$ cat config.mk
export PLATFORM = sky130hd
export DESIGN_NAME = mcpu_mem_ctrl
export DESIGN_NICKNAME = d
export VERILOG_FILES = /design/src/rtl/mcpu_mem_ctrl.sv
export SDC_FILE = /design/constraint.sdc
export NUM_CORES = 1
export LEC_CHECK = 0
export BUFFER_PORTS_ARGS = -buffer_cell sky130_fd_sc_hd__buf_4
export CAP_MARGIN = 20
export CORE_MARGIN = 5
export CORE_UTILIZATION = 45
export DETAILED_ROUTE_END_ITERATION = 16
export HOLD_SLACK_MARGIN = 0.1
export PLACE_DENSITY = 0.65
export SKIP_LAST_GASP = 1
export SLEW_MARGIN = 20
export SYNTH_ARGS = -nofsm -noshare
export SYNTH_HDL_FRONTEND = slang
export SYNTH_SLANG_ARGS = --single-unit
$ cat constraint.sdc
create_clock -name clk -period 5.8 [get_ports clk]
set_clock_uncertainty 0.15 [all_clocks]
set_input_delay 0.58 -clock clk [delete_from_list [all_inputs] [get_ports clk]]
set_output_delay 0.58 -clock clk [all_outputs]
set_load 0.1 [all_outputs]
$ cat src/rtl/mcpu_mem_ctrl.sv
// mcpu_mem_ctrl: memory owner and run scheduler for the 6-bit minimal CPU
//
// Owns the 16x6 program/data memory. It shares the memory between the host command
// port and the CPU core. It holds the core in reset until the host grants a run slot.
//
// Ports:
//   clk, rst        clock; synchronous active-low reset
//   host_valid      command valid; accepted when host_valid & host_ready
//   host_ready      combinational: all commands accepted when halted, only HALT when running
//   host_cmd        00 WRITE, 01 READ, 10 RUN, 11 HALT
//   host_addr       WRITE/READ address
//   host_data       WRITE data, or RUN cycle limit (0 = free-run)
//   rsp_valid/data  one-cycle READ response, registered
//   cpu_rst_n       active-low core reset, high exactly while running
//   cpu_addr/wdata  demultiplexed core address and accumulator
//   cpu_we_n        core write enable, active low, honoured only while running
//   cpu_rdata       combinational mem[cpu_addr]
//   running         high while running
//   done            one-cycle pulse when a cycle-limited run expires
//
// Configuration: MCPU_CTRL_CYCLE_LIMIT_EN enables the RUN cycle limit and done.
// Without the macro, every RUN is a free-run and done is tied low.
module mcpu_mem_ctrl #(
    parameter int MEM_DEPTH = 16,
    parameter int DW        = 6,
    localparam int AW       = $clog2(MEM_DEPTH)
) (
    input  logic          clk,
    input  logic          rst,
    input  logic          host_valid,
    output logic          host_ready,
    input  logic [1:0]    host_cmd,
    input  logic [AW-1:0] host_addr,
    input  logic [DW-1:0] host_data,
    output logic          rsp_valid,
    output logic [DW-1:0] rsp_data,
    output logic          cpu_rst_n,
    input  logic [AW-1:0] cpu_addr,
    input  logic [DW-1:0] cpu_wdata,
    input  logic          cpu_we_n,
    output logic [DW-1:0] cpu_rdata,
    output logic          running,
    output logic          done
);
    localparam logic [1:0] CMD_WRITE = 2'b00;
    localparam logic [1:0] CMD_READ  = 2'b01;
    localparam logic [1:0] CMD_RUN   = 2'b10;
    localparam logic [1:0] CMD_HALT  = 2'b11;

    typedef enum logic {ST_HALTED, ST_RUN} state_t;

    state_t        state_q, state_d;
    logic [DW-1:0] mem_q [MEM_DEPTH];
    logic [DW-1:0] mem_d [MEM_DEPTH];
    logic          rsp_valid_q, rsp_valid_d;
    logic [DW-1:0] rsp_data_q, rsp_data_d;
    logic          run_q, run_d;
    logic          acc;
`ifdef MCPU_CTRL_CYCLE_LIMIT_EN
    logic [DW-1:0] cnt_q, cnt_d;
    logic          done_q, done_d;
`endif

    always_comb begin
        host_ready  = rst & ((state_q == ST_HALTED) | (host_cmd == CMD_HALT));
        acc         = host_valid & host_ready;
        state_d     = state_q;
        mem_d       = mem_q;
        rsp_valid_d = 1'b0;
        rsp_data_d  = rsp_data_q;
`ifdef MCPU_CTRL_CYCLE_LIMIT_EN
        cnt_d       = cnt_q;
        done_d      = 1'b0;
`endif
        if (state_q == ST_HALTED) begin
            if (acc && host_cmd == CMD_WRITE) mem_d[host_addr] = host_data;
            if (acc && host_cmd == CMD_READ) begin
                rsp_valid_d = 1'b1;
                rsp_data_d  = mem_q[host_addr];
            end
            if (acc && host_cmd == CMD_RUN) begin
                state_d = ST_RUN;
`ifdef MCPU_CTRL_CYCLE_LIMIT_EN
                cnt_d   = host_data;
`endif
            end
        end else begin
            if (!cpu_we_n) mem_d[cpu_addr] = cpu_wdata;
`ifdef MCPU_CTRL_CYCLE_LIMIT_EN
            // expiry takes priority over a HALT accepted on the same edge so done still pulses
            if (cnt_q != '0) cnt_d = cnt_q - 1'b1;
            if (cnt_q == DW'(1)) begin
                state_d = ST_HALTED;
                done_d  = 1'b1;
            end else if (acc) begin
                state_d = ST_HALTED;
            end
`else
            if (acc) state_d = ST_HALTED;
`endif
        end
        run_d = (state_d == ST_RUN);
    end

    always_ff @(posedge clk) begin
        if (!rst) begin
            state_q     <= ST_HALTED;
            mem_q       <= '{default: '0};
            rsp_valid_q <= 1'b0;
            rsp_data_q  <= '0;
            run_q       <= 1'b0;
        end else begin
            state_q     <= state_d;
            mem_q       <= mem_d;
            rsp_valid_q <= rsp_valid_d;
            rsp_data_q  <= rsp_data_d;
            run_q       <= run_d;
        end
    end

`ifdef MCPU_CTRL_CYCLE_LIMIT_EN
    always_ff @(posedge clk) begin
        if (!rst) begin
            cnt_q  <= '0;
            done_q <= 1'b0;
        end else begin
            cnt_q  <= cnt_d;
            done_q <= done_d;
        end
    end

    assign done = done_q;
`else
    assign done = 1'b0;
`endif

    assign rsp_valid = rsp_valid_q;
    assign rsp_data  = rsp_data_q;
    assign cpu_rst_n = run_q;
    assign running   = run_q;
    assign cpu_rdata = mem_q[cpu_addr];
endmodule

==> flow_summary.yaml, run 1 <==
clocking:
  cts_tree: "done"
  numCtsBuffers: 9
  cts_max_level: 3
  cts.path.max_buffers: 2
  clock-sinks: 104
  cts-root-buf: "clkbuf_16"
  path_clk_slew_ps: 80
  cts_hold_buf: 0
  ctsResizeCount: 0
  post_cts.repair.setup_buffers: 0
  clock_latency_ps: 370
place:
  place_congestion: 0.987
  io_buffers: 41
  dp_cells: 788
  dp_hpwl_um: 16400
timing:
  rsz0062_at_grt: "false"
  fin_hold_ws_ps: 274
  worstMarginPinSlew_ps: 1140
  setup_viol: 0
  period_share: 0.538
  max-slew-margin-rel: 0.238
  max_freq_mhz: 320
  period_minus_slack_ps: 3120
  tns_ps: 0
  finalHoldViolCount: 0
  slew_violations: 0
synthesis:
  synth_edf_count: 0
  muxShareOfSynthArea: 0.202
  synth_flop_cell: "dfxtp_1"
  synth_top_family_by_area: "compound AO/OA/AOI/OAI gates"
  synth.avg_cell_area_um2: 10.4
  synth.distinct_cells: 46
  yosys-top-cells-area: "dfxtp_1, mux4_2, a211oi_1, a21oi_1, mux4_1"
  synthXorXnorAreaFrac: 0
  yosys.area_share.adder: 0
  synth_seq_cells: 104
  synthSimpleGateAreaFrac: 0.0586
  syn_area_um2: 6960
  yosys_warnings: 0
  synth_area_leader_cell: "dfxtp_1"
  netlist.area_leader.share: 0.299
  syn-num-nets: 692
  synthCells: 666
  synthArstFlopShare: 0
  yosysSeqAreaShare: 0.299
  synth_compound_area_frac: 0.352
die:
  core_area_um2: 15200
  die_h_um: 134
  start_util: 0.458
  die_area_um2: 18000
  rows: 45
  die_x_um: 134
  ios: 43
route:
  drt-total-wl_um: 24000
  final_antenna_net_count: 0
  dr_total_vias: 6130
  drt-vias-per-instance: 7.62
  wire_per_inst_um: 29.8
  drc: 0
  drt-pass1-iter-count: 6
  drt-initial-drc-count: 1223
power:
  combPwrFrac: 0.135
  p_clk_frac: 0.423
  power_density_nw_per_um2: 228
  p_leak_uw: 0.00219
  p_int_uw: 1200
  switching_share: 0.275
  peakVddDrop_uv: 143
  power.switching_uw: 455
  p_seq_frac: 0.442
worst_setup_path:
  cp-end-kind: "output pin"
  cp-start-kind: "input pin"
  critical_path_required_ps: 5070
  cp_max_fo: 33
  path_class: "input pin to output pin"
  crit_arrival_ps: 2390
status:
  status: "completed"
finish:
  instances_no_fill: 804
  multiInputGateArea_um2: 4270
  ff_latch_area_um2: 2080
  n_antenna_cell: 0
  drive_gt1_frac: 0.239
  final_nets: 637
  area_delta_synth_final_pct: 4.55
  fillCellCount: 1394
grt:
  grt_max_degree: 113
  overflow: 0
  grt_pass1_wl_um: 36400
  antenna_found_initial: 0
  grt_pass1_vias: 5628
  grt_use_total: 0.265
min_path:
  hold_class: "input pin to register"
run:
  cap_violations: 0
[final timing paths]
kind          startpoint      endpoint  slack (ps)  cells past startpoint
min reg2reg  rsp_data[1]   rsp_data[1]         340                      1
max          cpu_addr[0]  cpu_rdata[3]        2680                      4
min          host_cmd[1]     cpu_rst_n         270                      2
max reg2reg    cpu_rst_n     mem_q[44]        3060                      5
[sequential cells by signal, indices dropped and copies added, names as in the netlist]
name and cells:
cpu_rst_n 1, rsp_data 6, rsp_valid 1, mem_q 96
[layout by cell type (no fill, tap or decap), drive strengths merged, types with 3 or more instances in the layout]
cell | netlist | routed
nor2b | 7 | 7
o22ai | 8 | 8
a22oi | 48 | 48
and4b | 3 | 3
and4bb | 3 | 3
mux4 | 54 | 54
and2 | 16 | 16
buf | 75 | 43
a211oi | 96 | 96
dfxtp | 104 | 104
mux2i | 12 | 12
inv | 4 | 4
a2bb2o | 7 | 7
a32oi | 48 | 48
nor2 | 17 | 17
o2bb2ai | 7 | 7
clkbuf | 34 | 12
a31o | 6 | 6
nand2 | 3 | 3
a21oi | 98 | 98
[through the flow]
| stage | util | setup WS (ps) | area [um2] | power, uW |
|---|---|---|---|---|
| floorplan | - | 2420 | 6960 | 917 |
| global placement | 0.456 | 2750 | 6930 | 959 |
| detailed placement | 0.456 | 2690 | 6930 | 964 |
| CTS | 0.478 | 2690 | 7270 | 1650 |
| global route | 0.478 | 2640 | 7270 | 1700 |
| finish | 0.478 | 2680 | 7270 | 1660 |
[cell families after synthesis]
logic type,after synthesis
compound gates,320
buf+inv,113
other cells,1
simple gates,62
mux,66
flops,104
[power groups by stage]
stage / Combinational [uW] / Clock, uW / Sequential [uW]
6_report: 223 / 701 / 732
5_1_grt: 232 / 732 / 732
4_1_cts: 217 / 705 / 731
3_5_place_dp: 216 / 0 / 748
3_3_place_gp: 211 / 0 / 747
2_1_floorplan: 171 / 0 / 746
[final cells by class]
class	count	share of cell area
clock buffer	12	0.0366
sequential	104	0.286
timing repair buffer	43	0.0449
tap	188	0.0323
clock inverter	4	0.0102
multi-input combinational	449	0.587
inverter	4	0.00224
[worst max-delay path, stage by stage]
cell	delay (ps)
buf_4	400
mux4_1	620
mux4_2	510
buf_4	260
[cell usage after synthesis (2+ instances only)]
master	count
nand2_1	3
mux2i_1	12
buf_6	5
buf_12	2
a32oi_1	48
or3b_1	2
and4bb_2	2
o2bb2ai_2	6
buf_2	32
a211oi_2	20
and2_1	16
a2bb2o_4	6
clkbuf_1	33
a211oi_1	76
buf_1	16
mux4_1	18
dfxtp_1	104
nor2b_1	7
and4b_4	3
inv_1	2
nor2_2	2
a31o_2	6
nand2b_1	2
o22ai_1	7
nor2_1	15
buf_4	20
a21oi_1	98
mux4_2	36
nand4_1	2
a22oi_1	48
inv_2	2
[metal layers]
layer  GRT usage  vias up  routed length [um]
met3      0.0656       75                2740
met2       0.423      484               11100
li1            -     2615                   -
met5           0        -                   0
met1       0.347     2956                8990
met4       0.106        0                1200
Power figures use the tool's default switching activity.
==> inputs of run 2 (changes only) <==
--- a/config.mk
+++ b/config.mk
@@ -5,13 +5,14 @@
 export SDC_FILE = /design/constraint.sdc
 export NUM_CORES = 1
 export LEC_CHECK = 0
+export ABC_AREA = 1
 export BUFFER_PORTS_ARGS = -buffer_cell sky130_fd_sc_hd__buf_4
 export CAP_MARGIN = 20
 export CORE_MARGIN = 5
 export CORE_UTILIZATION = 45
 export DETAILED_ROUTE_END_ITERATION = 16
 export HOLD_SLACK_MARGIN = 0.1
-export PLACE_DENSITY = 0.65
+export PLACE_DENSITY = 0.67
 export SKIP_LAST_GASP = 1
 export SLEW_MARGIN = 20
 export SYNTH_ARGS = -nofsm -noshare
==> constraint.sdc (replaced) <==
create_clock -name clk -period 2.6 [get_ports clk]
set_clock_uncertainty 0.15 [all_clocks]
set_input_delay 0.26 -clock clk [delete_from_list [all_inputs] [get_ports clk]]
set_output_delay 0.26 -clock clk [all_outputs]
set_load 0.1 [all_outputs]
==> run 2 against run 1 <==
  * Count of clock-buffer cells in the layout down 3
  * Die area grew 8.9%
  * Area after synthesis is 9.6% higher
  * Non-clock buffer count is 17 higher
  * Core utilization increased by 2.7 points
  * Sequential share of layout area fell by 3.8 points
  * Largest power group unchanged
  * Synthesized cell count rose by 120%
  * Highest routed layer is now met5
==> flow_summary.yaml, run 2 <==
worst_setup_path:
  max_stage_delay_ps: 590
  timing.rr.start: "cpu_rst_n"
  cp-start-kind: "input pin"
  cp_max_fo: 12
  critical_path_required_ps: 2190
  path_class: "input pin to output pin"
  r2r_cells: 8
  cp_top_family: "simple AND/OR/NAND/NOR gates"
  path_common_cell: "buf_4"
  crit_slowest_cell: "nor2_2"
  crit_arrival_ps: 1940
  cp-end-kind: "output pin"
  reg2reg_to: "mem_q[1]"
  path_buf_inv: 4
  cp_cell_sequence: "buf_4 -> inv_2 -> nor2_2 -> buf_4 -> nand2_1 -> nand4_1 -> nand2_1 -> nand4_1 -> buf_4"
  rrSetupSlack_ps: 270
route:
  drt-pass1-iter-count: 6
  wire_per_inst_um: 16.7
  drt-initial-drc-count: 1047
  drt-total-wl_um: 27800
  final_antenna_net_count: 0
  dr_total_vias: 8840
  drc: 0
  drt-vias-per-instance: 5.32
power:
  p_int_uw: 2640
  p_clk_frac: 0.394
  power_uw: 3880
  power_density_nw_per_um2: 463
  switching_share: 0.320
  power.switching_uw: 1240
  combPwrFrac: 0.181
  peakVddDrop_uv: 317
  p_seq_frac: 0.425
  p_leak_uw: 0.00396
synthesis:
  yosysSeqAreaShare: 0.273
  syn_area_um2: 7620
  synth_seq_cells: 104
  yosys-top-cells-area: "nand2_1, dfxtp_1, nor2_1, inv_1, nand3_1"
  synth_area_leader_cell: "nand2_1"
  synth_edf_count: 0
  netlist.area_leader.share: 0.331
  synth.avg_cell_area_um2: 5.31
  syn-num-nets: 1461
  synthCells: 1435
  yosys_warnings: 0
  synth_common_cells: "nand2_1, nor2_1, dfxtp_1"
  synthArstFlopShare: 0
  synth_flop_cell: "dfxtp_1"
  synth.distinct_cells: 27
  synth.most_common_cell: "nand2_1"
run:
  cap_violations: 0
die:
  ios: 43
  die_area_um2: 19600
  die_x_um: 140
  core_area_um2: 16600
  rows: 47
  start_util: 0.460
  die_h_um: 140
timing:
  max-slew-margin-rel: 0.188
  period_minus_slack_ps: 2350
  setup_viol: 0
  tns_ps: 0
  slew_violations: 0
  worstMarginPinSlew_ps: 1220
  finalHoldViolCount: 0
  rsz0062_at_grt: "false"
  max_freq_mhz: 425
  period_share: 0.904
min_path:
  hold_class: "input pin to register"
  hold_end: "rsp_valid"
  min_from: "host_cmd[1]"
  hold_depth: 3
finish:
  final_common_cell: "nand2_1"
  drive_gt1_frac: 0.0936
  mostFrequentLayoutCells: "nand2_1, nor2_1, dfxtp_1"
  n_antenna_cell: 0
  fillCellCount: 1871
  regMostFlops: "mem_q"
  area_delta_synth_final_pct: 9.96
  instances_no_fill: 1663
  final_nets: 1464
  largest_reg_flops: 96
clocking:
  ctsResizeCount: 0
  cts_tree: "done"
  cts_max_level: 3
  clock_latency_ps: 360
  cts_hold_buf: 0
  cts-root-buf: "clkbuf_16"
  path_clk_slew_ps: 80
  clock-sinks: 104
  post_cts.repair.setup_buffers: 0
  numCtsBuffers: 9
  cts.path.max_buffers: 2
status:
  status: "completed"
grt:
  antenna_found_initial: 1
  grt_use_total: 0.273
  met2_usage: 0.407
  grtUsageMet1: 0.390
  grt_pass1_wl_um: 42400
  overflow: 0
  met3_usage: 0.0515
  grt-busiest-layer: "met2"
  grt_max_degree: 72
  grt_pass1_vias: 7586
place:
  dp_cells: 1647
  dp_hpwl_um: 19200
  place_congestion: 0.960
  io_buffers: 41
==> run 2: cell count changes in the layout (fill, tap and decap cells not counted), moves of 48 or more <==
cell / before / now
nand2_1: 3 / 672
a32oi_1: 48 / 0
nand3_1: 0 / 54
inv_1: 2 / 87
a21oi_1: 98 / 0
nor2_1: 15 / 262
a211oi_1: 76 / 0
==> run 2: final cells by class <==
type | instances | area (um2) | area share
clock buffers | 9 | 225 | 0.0269
flip-flops and latches | 104 | 2080 | 0.248
repair buffers | 60 | 463 | 0.0552
multi-input cells | 1155 | 4830 | 0.576
well taps | 220 | 275 | 0.0328
clock inverters | 7 | 101 | 0.0121
inverters | 108 | 405 | 0.0484
==> run 2: cells by family after synthesis <==
logic type,Yosys count,share of synthesized area
AOI/OAI and AO/OA,81,0.0561
DFF,104,0.273
buffers and inverters,176,0.0947
other,1,0.000492
and+or+nand+nor,1073,0.576
==> run 2: worst max-delay path by stage <==
stage                      startpoint           end  slack [ps]  cells past startpoint
final                     cpu_addr[1]  cpu_rdata[4]         250                      9
after global routing        cpu_rst_n      mem_q[2]         120                      8
after CTS                 cpu_addr[1]  cpu_rdata[4]         270                      9
after detailed placement  cpu_addr[1]  cpu_rdata[4]         270                      9
after global placement    cpu_addr[1]  cpu_rdata[4]         270                      9
after floorplan           cpu_addr[0]  cpu_rdata[1]         150                      7
==> run 2: metal layers <==
metal  wire, um  up-vias
met5         13        -
met1      12200     3986
met3       2770       70
met4        876        2
met2      12000      407
li1           -     4375
==> run 2: worst min-delay path, stage by stage <==
cell and delay, ps:
buf_4 100, nor3_1 50, buf_4 170
==> run 2: stage by stage <==
step           hold WS, ps  setup WS, ps  instance area (um2)   util
6_report               124           249                 8380  0.506
5_1_grt                143           117                 8380  0.506
4_1_cts                112           269                 8380  0.505
3_5_place_dp           325           271                 8050  0.486
3_3_place_gp           316           270                 8050  0.486
2_1_floorplan          267           154                 7630      -
==> run 2: power by group through the flow <==
| stage | registers (uW) | clock network, uW | logic (uW) |
|---|---|---|---|
| finish | 1650 | 1530 | 702 |
| global route | 1650 | 1610 | 747 |
| CTS | 1650 | 1540 | 684 |
| detailed placement | 1690 | 0 | 682 |
| global placement | 1690 | 0 | 681 |
| floorplan | 1710 | 0 | 435 |
